File: config.mk
export PLATFORM = sky130hd
export DESIGN_NAME = sdram_arbiter
export DESIGN_NICKNAME = d
export VERILOG_FILES = /design/src/rtl/sdram_arbiter.sv
export SDC_FILE = /design/constraint.sdc
export NUM_CORES = 1
export LEC_CHECK = 0
export CAP_MARGIN = 15
export CORE_MARGIN = 2
export CORE_UTILIZATION = 40
export DETAILED_ROUTE_END_ITERATION = 7
export PLACE_DENSITY_LB_ADDON = 0.3
export SLEW_MARGIN = 30
export SYNTH_ARGS = -nofsm -noshare
export SYNTH_HDL_FRONTEND = slang
export SYNTH_SLANG_ARGS = --single-unit
File: constraint.sdc
create_clock -name clk -period 4.2 [get_ports clk]
set_input_delay 0.63 -clock clk [delete_from_list [all_inputs] [get_ports clk]]
set_output_delay 0.63 -clock clk [all_outputs]
set_load 0.01 [all_outputs]
File: src/rtl/sdram_arbiter.sv
// -----------------------------------------------------------------------------
// sdram_arbiter
//
// Shares the single Avalon-style master port of sdram_controller between the
// RX capture path (port 0, writes) and the TX playback path (port 1, reads).
// Arbitration happens in bursts. A tag FIFO remembers which port issued each
// outstanding read, so returning data is routed back to that port in order.
//
// Build option:
//   SDRAM_ARB_FIXED_PRIO_EN  defined   -> port 0 wins whenever it requests,
//                                         both from idle and at every release.
//                            undefined -> round-robin (default build).
//
// Ports:
//   clk, reset_n          clock (rising edge) / async active-low reset
//   pN_req/wr/addr/wdata  port N command, held until pN_ack
//   pN_ack                command accepted this cycle (combinational)
//   pN_rdata/pN_rvalid    registered read return, 1-cycle valid pulse
//   az_*                  command outputs to sdram_controller
//   za_data/za_valid      read return from sdram_controller
//   za_waitrequest        controller stall
//   rd_err                sticky: za_valid arrived with no read outstanding
// -----------------------------------------------------------------------------
module sdram_arbiter #(
  parameter int ADDR_WIDTH  = 20,
  parameter int DATA_WIDTH  = 16,
  parameter int MAX_BURST   = 16,
  parameter int MAX_PENDING = 8
) (
  input  logic                  clk,
  input  logic                  reset_n,
  input  logic                  p0_req,
  input  logic                  p0_wr,
  input  logic [ADDR_WIDTH-1:0] p0_addr,
  input  logic [DATA_WIDTH-1:0] p0_wdata,
  output logic                  p0_ack,
  output logic [DATA_WIDTH-1:0] p0_rdata,
  output logic                  p0_rvalid,
  input  logic                  p1_req,
  input  logic                  p1_wr,
  input  logic [ADDR_WIDTH-1:0] p1_addr,
  input  logic [DATA_WIDTH-1:0] p1_wdata,
  output logic                  p1_ack,
  output logic [DATA_WIDTH-1:0] p1_rdata,
  output logic                  p1_rvalid,
  output logic [ADDR_WIDTH-1:0] az_addr,
  output logic [DATA_WIDTH-1:0] az_data,
  output logic [1:0]            az_be_n,
  output logic                  az_cs,
  output logic                  az_rd_n,
  output logic                  az_wr_n,
  input  logic [DATA_WIDTH-1:0] za_data,
  input  logic                  za_valid,
  input  logic                  za_waitrequest,
  output logic                  rd_err
);

  localparam int PTR_W = $clog2(MAX_PENDING);
  localparam int CNT_W = (MAX_BURST > 1) ? $clog2(MAX_BURST) : 1;

  typedef enum logic [1:0] {
    OWN_NONE = 2'd0,
    OWN_P0   = 2'd1,
    OWN_P1   = 2'd2
  } owner_e;

  // Ownership / burst state
  owner_e           owner_q, owner_d;
  logic [CNT_W-1:0] burst_q, burst_d;
  logic             last_p1_q;   // last owner was port 1 (round-robin memory)

  // Read tag FIFO
  logic             tag_mem_q [MAX_PENDING];
  logic [PTR_W-1:0] wr_ptr_q, rd_ptr_q;
  logic [PTR_W:0]   pend_q;

  // Registered read return
  logic [DATA_WIDTH-1:0] p0_rdata_q, p1_rdata_q;
  logic                  p0_rvalid_q, p1_rvalid_q;
  logic                  rd_err_q;

  // Owner's command, muxed
  logic                  own_req, own_wr;
  logic [ADDR_WIDTH-1:0] own_addr;
  logic [DATA_WIDTH-1:0] own_wdata;
  logic                  other_req;

  logic cmd_valid, accept, release_ev, pend_full;
  logic push, pop, orphan, push_tag, pop_tag;

  always_comb begin
    // NOTE: combinational blocks use blocking '=' and give every output a
    // default first, so no latch can be inferred on an unlisted path.
    own_req   = 1'b0;
    own_wr    = 1'b0;
    own_addr  = '0;
    own_wdata = '0;
    other_req = 1'b0;
    unique case (owner_q)
      OWN_P0: begin
        own_req   = p0_req;
        own_wr    = p0_wr;
        own_addr  = p0_addr;
        own_wdata = p0_wdata;
        other_req = p1_req;
      end
      OWN_P1: begin
        own_req   = p1_req;
        own_wr    = p1_wr;
        own_addr  = p1_addr;
        own_wdata = p1_wdata;
        other_req = p0_req;
      end
      default: ;
    endcase
  end

  assign pend_full  = (pend_q == (PTR_W+1)'(MAX_PENDING));
  // A read is held off (not stalled on the bus) while the tag FIFO is full.
  assign cmd_valid  = (owner_q != OWN_NONE) && own_req && !(!own_wr && pend_full);
  assign accept     = cmd_valid && !za_waitrequest;
  // A stalled command keeps own_req high and is not accepted, so it can
  // never trigger a release: ownership is frozen until the controller takes it.
  assign release_ev = !own_req || (accept && (burst_q == CNT_W'(MAX_BURST - 1)));

  // Next owner / burst counter
  always_comb begin
    owner_d = owner_q;
    burst_d = burst_q;
    if (owner_q == OWN_NONE) begin
`ifdef SDRAM_ARB_FIXED_PRIO_EN
      owner_d = p0_req ? OWN_P0 : (p1_req ? OWN_P1 : OWN_NONE);
`else
      if (p0_req && p1_req) owner_d = last_p1_q ? OWN_P0 : OWN_P1;
      else if (p0_req)      owner_d = OWN_P0;
      else if (p1_req)      owner_d = OWN_P1;
`endif
    end else if (release_ev) begin
`ifdef SDRAM_ARB_FIXED_PRIO_EN
      owner_d = p0_req ? OWN_P0 : (p1_req ? OWN_P1 : OWN_NONE);
`else
      if (other_req)    owner_d = (owner_q == OWN_P0) ? OWN_P1 : OWN_P0;
      else if (own_req) owner_d = owner_q;
      else              owner_d = OWN_NONE;
`endif
    end
    // A release that keeps the same owner still starts a fresh burst.
    if ((owner_d != owner_q) || release_ev) burst_d = '0;
    else if (accept)                        burst_d = burst_q + 1'b1;
  end

  always_ff @(posedge clk or negedge reset_n) begin
    // NOTE: sequential state uses non-blocking '<=' so every register samples
    // the pre-edge values regardless of statement order.
    if (!reset_n) begin
      owner_q   <= OWN_NONE;
      burst_q   <= '0;
      last_p1_q <= 1'b1;   // port 0 wins the first contended grant
    end else begin
      owner_q <= owner_d;
      burst_q <= burst_d;
      if (owner_q != OWN_NONE) last_p1_q <= (owner_q == OWN_P1);
    end
  end

  // Command outputs
  assign az_cs   = cmd_valid;
  assign az_rd_n = cmd_valid ? own_wr  : 1'b1;
  assign az_wr_n = cmd_valid ? ~own_wr : 1'b1;
  assign az_addr = cmd_valid ? own_addr  : '0;
  assign az_data = cmd_valid ? own_wdata : '0;
  assign az_be_n = 2'b00;
  assign p0_ack  = accept && (owner_q == OWN_P0);
  assign p1_ack  = accept && (owner_q == OWN_P1);

  // Tag FIFO: one bit per outstanding read, 1 = port 1
  assign push     = accept && !own_wr;
  assign push_tag = (owner_q == OWN_P1);
  assign pop      = za_valid && (pend_q != '0);
  assign orphan   = za_valid && (pend_q == '0);
  assign pop_tag  = tag_mem_q[rd_ptr_q];

  // NOTE: tag storage has no reset; the reset pointers and count alone
  // decide which entries are live, so stale contents are never read.
  always_ff @(posedge clk) begin
    if (push) tag_mem_q[wr_ptr_q] <= push_tag;
  end

  always_ff @(posedge clk or negedge reset_n) begin
    if (!reset_n) begin
      wr_ptr_q    <= '0;
      rd_ptr_q    <= '0;
      pend_q      <= '0;
      p0_rdata_q  <= '0;
      p1_rdata_q  <= '0;
      p0_rvalid_q <= 1'b0;
      p1_rvalid_q <= 1'b0;
      rd_err_q    <= 1'b0;
    end else begin
      if (push) wr_ptr_q <= wr_ptr_q + 1'b1;
      if (pop)  rd_ptr_q <= rd_ptr_q + 1'b1;
      unique case ({push, pop})
        2'b10:   pend_q <= pend_q + 1'b1;
        2'b01:   pend_q <= pend_q - 1'b1;
        default: ;
      endcase
      p0_rvalid_q <= pop && !pop_tag;
      p1_rvalid_q <= pop && pop_tag;
      if (pop && !pop_tag) p0_rdata_q <= za_data;
      if (pop && pop_tag)  p1_rdata_q <= za_data;
      if (orphan)          rd_err_q   <= 1'b1;
    end
  end

  assign p0_rdata  = p0_rdata_q;
  assign p1_rdata  = p1_rdata_q;
  assign p0_rvalid = p0_rvalid_q;
  assign p1_rvalid = p1_rvalid_q;
  assign rd_err    = rd_err_q;

endmodule

Yosys cells after proc, flatten, opt, wreduce, memory -nomap -nowiden
Memories as Yosys holds them, arrays and structs flattened.
Cells that the tools add are included.
- $add $sub $neg: 5
- eq/ne operators: 7
- multiplexer cells: 23
- bitwise gates (word level): 1
- reduce and logical (&&, ||, !) cells: 26
- operators by type and width (cell ; number):
    $pmux W20 S2 ; 1
    $pmux W16 S2 ; 1
    $mux W20 ; 1
    $mux W2 ; 9
    $mux W16 ; 1
    $logic_and A1 B1 Y1 ; 13
    $add A4 B1 Y4 const B ; 2
    $eq A4 B4 Y1 const B ; 2
    $mux W4 ; 2
    $pmux W4 S2 ; 1
    $add A3 B1 Y3 const B ; 2
    $pmux W1 S2 ; 3
    $reduce_bool A2 Y1 ; 3
    $logic_not A1 Y1 ; 5
    $eq A2 B1 Y1 const B ; 2
    $eq A2 B2 Y1 const B ; 2
    $logic_not A4 Y1 ; 1
    $mux W1 ; 4
    $reduce_bool A4 Y1 ; 1
    $sub A4 B1 Y4 const B ; 1
    $logic_not A2 Y1 ; 1
    $logic_or A1 B1 Y1 ; 2
    $ne A2 B2 Y1 ; 1
    $not A1 Y1 ; 1
- register bits: 52
- RAM bits: 8
- input port bits: 96
- output and inout bits: 78
- logic and storage cells: 74
- memories kept: 1
- memory list (memory ; words ; width ; read ports ; clocked after memory_dff ; wr ports ; RTL line ; source):
    tag_mem_q ; 8 ; 1 ; 1 ; 0 ; 1 ; 73 ; logic tag_mem_q [MAX_PENDING];

Longest topological paths before layout
Gate-level depths: netlist of the first run.
- depth in word-level cells: 14
- depth in mapped cells: 13
- depth with buffers taken out: 12

Least setup slack after synthesis of the first run
Ideal clock, no wire load.
- kind: register to register
- start: register owner_q[0]
- end: register pend_q[2]
- setup time: 0.129 ns
- arrival time: 2.854 ns
- required time: 4.071 ns
- setup slack: 1.218 ns
- cell stages (with the launch flop): 14
- path buffers: 1
- period minus slack after synthesis: 2.982 ns
- cell sequence: dfrtp_1 inv_1 ha_1 buf_2 a22oi_1 a2111oi_4 nand2_2 ha_1 xor2_1 ha_1 a21oi_1 xor2_1 nor2_1 xor2_1
- cells in the longest elaborated chain, start to end: 10
- elaborated cells on any way between the ends: 16
- classes of those cells: eq/ne: 4; mux: 3; reduce/logical: 9
- ends and longest elaborated chain (element ; RTL line ; source):
    start: declaration ; 68 ; owner_e owner_q, owner_d;
    start signal: assignment ; 160 ; owner_q <= owner_d;
    $eq A2 B2 Y1 * ; - ;
    via push_tag ; 89 ; logic push, pop, orphan, push_tag, pop_tag;
    $pmux W1 S2 ; 99 ; unique case (owner_q)
    $logic_not A1 Y1 ; 120, 177 ;
    $logic_and A1 B1 Y1 ; 120 ; assign cmd_valid = (owner_q != OWN_NONE) && own_req && !(!own_wr && pend_full);
    $logic_not A1 Y1 ; 120 ;
    $logic_and A1 B1 Y1 ; 120 ;
    $logic_and A1 B1 Y1 ; 121 ; assign accept = cmd_valid && !za_waitrequest;
    $logic_and A1 B1 Y1 * ; 177 ; assign push = accept && !own_wr;
    $eq A2 B1 Y1 / $eq A2 B2 Y1 (equally long branches) ; 202 ; unique case ({push, pop})
    $pmux W4 S2 / $reduce_bool A2 Y1 (equally long branches) ; - ;
    end signal: assignment ; 203 ; 2'b10: pend_q <= pend_q + 1'b1;
    end signal: assignment ; 204 ; 2'b01: pend_q <= pend_q - 1'b1;
    end: declaration ; 75 ; logic [PTR_W:0] pend_q;
Mark *: on every way through the listed nets, which the timed path passes. The rest lies on a longest branch.
A chain may end at the register's enable or synchronous reset.

Worst setup path after layout of the first run
- start: register owner_q[1]
- end: output port az_addr[19]
- cells in the longest elaborated chain, start to end: 7
- elaborated cells on any way between the ends: 12
- classes of those cells: eq/ne: 2; mux: 4; reduce/logical: 6
- ends and longest elaborated chain (element ; RTL line ; source):
    $eq A2 B2 Y1 / $eq A2 B1 Y1 (equally long branches) ; 99 ;
    $pmux W1 S2 ; 99 ;
    $logic_not A1 Y1 ; 120 ;
    $logic_and A1 B1 Y1 ; 120 ;
    $logic_not A1 Y1 ; 120 ;
    $logic_and A1 B1 Y1 ; 120 ;
    $mux W20 * ; 170 ; assign az_addr = cmd_valid ? own_addr : '0;
    end: declaration ; 46 ; output logic [ADDR_WIDTH-1:0] az_addr,
Every way passes the cells marked *; elsewhere a longest branch is shown, timed or not.

==> results of run 1 <==
[layout make-up]
cell class                 count  area, sq um
tap                          105          131
sequential                    60         1540
inverter                       6         22.5
timing repair buffer         176         1740
antenna                        2         5.00
clock buffer                   9          124
clock inverter                 7         50.0
multi-input combinational    220         1670
fill                         623         2840
[kinds of logic (layout without fill, tap and decap cells)]
logic type	after synthesis	after routing	synth area share
compound gates	62	62	0.144
flops	60	60	0.463
buf+inv	25	198	0.0364
xor+xnor	11	11	0.0289
other cells	1	4	0.00113
fa+ha+maj	9	9	0.0338
simple gates	97	97	0.139
mux	39	39	0.154
[power groups by stage]
stage	logic, mW	registers, mW	clock network, mW
after global placement	1.61	1.02	0
after CTS	1.66	1.02	0.467
after floorplan	0.925	1.07	0
after global routing	1.77	1.06	0.503
after detailed placement	1.65	1.03	0
final	1.64	1.02	0.452
[synth_stat cells (3+ instances only)]
library cell / number / area share
nand2_1: 21 / 0.024
a21oi_1: 5 / 0.0075
a22oi_1: 39 / 0.088
o21ai_0: 3 / 0.0045
nor2_1: 47 / 0.053
xor2_1: 6 / 0.016
edfxtp_1: 8 / 0.072
clkbuf_1: 11 / 0.012
ha_1: 9 / 0.034
inv_1: 6 / 0.0068
dfrtp_1: 51 / 0.38
xnor2_1: 5 / 0.013
and2_1: 3 / 0.0056
buf_2: 4 / 0.0060
nand2b_1: 6 / 0.011
mux2_4: 9 / 0.041
nor3_1: 6 / 0.0090
mux2_2: 26 / 0.088
[registers in the layout, indices dropped and copies added (netlist names)]
register and flops:
rd_err 1, last_p1_q 1, burst_q 4, p0_rdata 16, rd_ptr_q 3, p1_rdata 16, pend_q 4, p1_rvalid 1
owner_q 2, p0_rvalid 1, wr_ptr_q 3, tag_mem_q 8
[metrics by stage]
stage	power [mW]	utilization	instances	area, sq um
2_1_floorplan	2.00	-	305	3340
3_3_place_gp	2.63	0.629	567	5110
3_5_place_dp	2.68	0.629	567	5110
4_1_cts	3.15	0.650	583	5290
5_1_grt	3.34	0.651	585	5290
6_report	3.11	0.651	585	5290
[per-layer routing]
| layer | track usage | vias to the layer above | share of wire |
|---|---|---|---|
| li1 | - | 1440 | - |
| met1 | 0.234 | 1453 | 0.36 |
| met2 | 0.397 | 126 | 0.52 |
| met3 | 0.0759 | 29 | 0.073 |
| met4 | 0.123 | 0 | 0.044 |
| met5 | 0 | - | 0 |
[worst max-delay path, delay by kind of cell (launching register included)]
| kind | cells | cell delay [ps] |
|---|---|---|
| DFF | 1 | 450 |
| buffers and inverters | 4 | 1350 |
| adders and majority gates | 1 | 190 |
| AOI/OAI and AO/OA | 1 | 210 |
| and+or+nand+nor | 3 | 500 |
[worst max path at each step]
stage                    start          end  cells past startpoint
detailed placement      p0_req      az_rd_n                      8
global placement        p0_req  az_addr[19]                      7
finish              owner_q[1]  az_addr[19]                      9
CTS                 owner_q[1]  az_addr[19]                      9
floorplan           owner_q[0]    pend_q[2]                     13
global route        owner_q[1]  az_addr[19]                      9
==> results.yml, run 1 <==
run_status:
  outcome: "complete, no violations"
setup_path:
  critPathSlowestCell: "clkdlybuf4s50_1"
  critPathRequiredTime_ps: 3570
  r2r-end: "pend_q[2]"
  critPathLaunchType: "register"
  path_max_fanout: 42
  slowest_delay_ps: 590
  crit_type: "register to output port"
  endpoint_kind: "output port"
  r2r-start: "owner_q[1]"
  rr_worst_depth: 13
  r2r_setup_slack_ps: 870
  path_cells: "inv_1 > ha_1 > buf_4 > a22oi_1 > nor2_1 > nand2_1 > buf_4 > nor2_1 > clkdlybuf4s50_1"
  cp.arrival_ps: 3050
logic_synthesis:
  syn_avg_cell_area_sq_um: 11.0
  synth_cells: 304
  ys_async_sr_fraction: 0.867
  ys_ff_latch: 60
  synth_edf_count: 8
  synth_area_sq_um: 3330
  seq_area_frac_synth: 0.463
  yosys_warnings: 0
  synthDistinctLibCells: 49
  synth_flop_cell: "dfrtp_1"
sta:
  fin_ws_ps: 518
  worst-slew-pin-transition_ps: 515
  finalCriticalPeriod_ps: 3680
  finalSetupViolCount: 0
  tns_ps: 0
  finalMaxSlewViolations: 0
  whs_ps: 259
  hold_viol: 0
  final.setup_skew_ps: 7.92
  fmax_ghz: 0.272
  fin_crit_sh: 0.877
  slew_headroom: 0.656
  rsz0062_at_grt: "false"
die:
  ios: 174
  num_rows: 33
  coreArea_sq_um: 8130
  initial_utilization: 0.410
  dieArea_sq_um: 9080
  dieWidth_um: 95.3
  die_h_um: 95.3
clock_network:
  cts-htree-levels: 3
  cts_buffers: 9
  clock_path_buffers: 2
  cts_hold_buf: 0
  clock-sinks: 60
  cts_root_buf: "clkbuf_8"
  cts.clk_slew.worst_paths_ps: 70
  cts_tree: "done"
  post-cts-setup-buffers: 0
  ctsResizeCount: 0
  clkLatencyLatePin_ps: 330
routing:
  drt_wl_total_mm: 9.84
  first_iter_violations: 134
  via_per_inst: 5.21
  wl_per_cell_um: 16.8
  antenna_left: 0
  drtPass1Iterations: 4
  drc: 0
  vias: 3048
pwr:
  p_leak_nw: 2.07
  p_sw_mw: 1.14
  p_seq_frac: 0.328
  clkPwrFrac: 0.145
  p_comb_frac: 0.527
  internal_power_mw: 1.97
  swShare: 0.368
  peakVddDrop_v: 0.000225
  power.density_nw_per_um2: 588
cells_and_area:
  drive_above_1_share: 0.138
  syn2layout_area_growth_pct: 58.8
  fin_nets: 578
  final_common_cell: "clkdlybuf4s50_1"
  mostFrequentLayoutCells: "170 x clkdlybuf4s50_1, 51 x dfrtp_1, 47 x nor2_1, 39 x a22oi_1, 26 x mux2_2"
global_routing:
  grt_use_total: 0.225
  grt_remaining_overflow: 0
  grt_start_max_net_pins: 47
  grt_pass1_wl_mm: 15.4
  grt_antenna_before_repair: 2
  grt_pass1_vias: 3174
placement:
  dp_hpwl_mm: 7.61
  gp_congestion: 0.956
  place_ws_ps: 828
  port-buffer-count: 171
hold_path:
  worstHoldPathType: "input pin to async pin"
run:
  maxCapViolCount: 0
(Power assumes the default switching activity.)
==> run 2: changes to the inputs <==
--- a/config.mk
+++ b/config.mk
@@ -5,7 +5,7 @@
 export SDC_FILE = /design/constraint.sdc
 export NUM_CORES = 1
 export LEC_CHECK = 0
-export CAP_MARGIN = 15
+export CAP_MARGIN = 25
 export CORE_MARGIN = 2
 export CORE_UTILIZATION = 40
 export DETAILED_ROUTE_END_ITERATION = 7
==> results of run 2 <==
Final layout, timing and power as in run 1 (identical DEF).
==> run 3: changes to the inputs <==
--- a/config.mk
+++ b/config.mk
@@ -5,9 +5,9 @@
 export SDC_FILE = /design/constraint.sdc
 export NUM_CORES = 1
 export LEC_CHECK = 0
-export CAP_MARGIN = 25
+export CAP_MARGIN = 20
 export CORE_MARGIN = 2
-export CORE_UTILIZATION = 40
+export CORE_UTILIZATION = 36
 export DETAILED_ROUTE_END_ITERATION = 7
 export PLACE_DENSITY_LB_ADDON = 0.3
 export SLEW_MARGIN = 30
==> constraint.sdc (replaced) <==
create_clock -name clk -period 3.35 [get_ports clk]
set_input_delay 0.5025 -clock clk [delete_from_list [all_inputs] [get_ports clk]]
set_output_delay 0.5025 -clock clk [all_outputs]
set_load 0.01 [all_outputs]
==> results.yml, run 3 (synthesis gave the netlist of run 1 again) <==
global_routing:
  grt_start_max_net_pins: 47
  grt_use_total: 0.201
  grt_pass1_wl_mm: 15.7
  grt_pass1_vias: 3198
  grt_remaining_overflow: 0
  grt_antenna_before_repair: 0
sta:
  slew_headroom: 0.640
  worst-slew-pin-transition_ps: 539
  fin_crit_sh: 0.949
  final.setup_skew_ps: 9.14
  finalSetupViolCount: 0
  finalMaxSlewViolations: 0
  fmax_ghz: 0.315
  finalCriticalPeriod_ps: 3180
  rsz0062_at_grt: "true"
  hold_viol: 0
clock_network:
  cts.clk_slew.worst_paths_ps: 60
  cts_buffers: 9
  clock_path_buffers: 2
  clock-sinks: 60
  ctsResizeCount: 0
  cts_root_buf: "clkbuf_8"
  cts_tree: "done"
  post-cts-setup-buffers: 0
  cts_hold_buf: 0
  cts-htree-levels: 3
  clkLatencyLatePin_ps: 330
routing:
  wl_per_cell_um: 17.0
  drtPass1Iterations: 4
  vias: 3055
  first_iter_violations: 143
  via_per_inst: 5.20
  drc: 0
  drt_wl_total_mm: 10.0
  antenna_left: 0
die:
  num_rows: 35
  ios: 174
  initial_utilization: 0.366
  die_h_um: 100
  coreArea_sq_um: 9110
  dieWidth_um: 100
  dieArea_sq_um: 10000
placement:
  placed_area_sq_um: 5130
  port-buffer-count: 171
  gp_congestion: 0.949
  dp_hpwl_mm: 7.69
cells_and_area:
  design_area_sq_um: 5320
  mostFrequentLayoutCells: "170 x clkdlybuf4s50_1, 50 x dfrtp_1, 47 x nor2_1, 39 x a22oi_1, 26 x mux2_2"
  syn2layout_area_growth_pct: 59.6
  drive_above_1_share: 0.145
  final_common_cell: "clkdlybuf4s50_1"
  n_antenna_cell: 0
  fillCellCount: 779
  post-route-util: 0.584
  fin_nets: 578
setup_path:
  critPathLaunchType: "register"
  crit_type: "register to output port"
  critPathRequiredTime_ps: 2850
  r2r_setup_slack_ps: 510
  cp.arrival_ps: 2680
  path_max_fanout: 8
  endpoint_kind: "output port"
pwr:
  p_leak_nw: 2.07
  peakVddDrop_v: 0.000255
  power_mw: 3.95
  power.density_nw_per_um2: 743
run_status:
  outcome: "complete, no violations"
run:
  maxCapViolCount: 0
hold_path:
  worstHoldPathType: "input pin to async pin"
## run 3: cell types whose count changed in the layout (fill, tap and decap cells not counted), sizes merged
cell	change
inv	-2
clkinvlp	+1
diode	-2
clkinv	-2
clkbuf	+2
## run 3: cell type report
| type | count | area [sq um] | area share |
|---|---|---|---|
| timing repair buffer | 176 | 1760 | 0.331 |
| multi-input combinational | 220 | 1680 | 0.316 |
| sequential | 60 | 1540 | 0.290 |
| clock buffer | 11 | 151 | 0.0285 |
| tap | 111 | 139 | 0.0261 |
| clock inverter | 4 | 25.0 | 0.00470 |
| inverter | 6 | 22.5 | 0.00423 |
## run 3: worst max-delay path, stage by stage (launching register included)
cell and delay (ps):
dfrtp_1 420, inv_1 180, ha_2 280, a22oi_1 180
a2111oi_4 380, buf_4 240, and2_1 130, clkdlybuf4s50_1 540
## run 3: power by group
group	internal (mW)	leakage [nW]	switching (mW)	total, mW
clock	0.302	0.0872	0.270	0.571
combinational	1.16	1.29	0.936	2.10
sequential	1.06	0.697	0.230	1.29
## run 3: final timing paths
check / from / end / cells past startpoint
setup / recovery: owner_q[0] / p1_ack / 7
hold / removal: reset_n / p1_rdata[3] / 1
setup reg to reg: owner_q[0] / pend_q[2] / 12
hold reg to reg: rd_err / rd_err / 1
max in group asynchronous: reset_n / owner_q[1] / 2
min in group clk: rd_err / rd_err / 1
## run 3: stage by stage
step | setup slack (ps) | hold slack, ps | TNS, ps | cells
detailed placement | 292 | 449 | 0 | 573
global route | -3.32 | 189 | -3.32 | 588
CTS | 60.3 | 336 | 0 | 588
floorplan | 368 | 207 | 0 | 305
global placement | 344 | 444 | 0 | 573
finish | 172 | 158 | 0 | 588
## run 3: metal layers
layer / track usage / vias to the layer above / routed length, um
li1: - / 1439 / -
met1: 0.215 / 1482 / 3650
met2: 0.378 / 120 / 5510
met3: 0.0536 / 14 / 655
met4: 0.0738 / 0 / 180
met5: 0 / - / 0
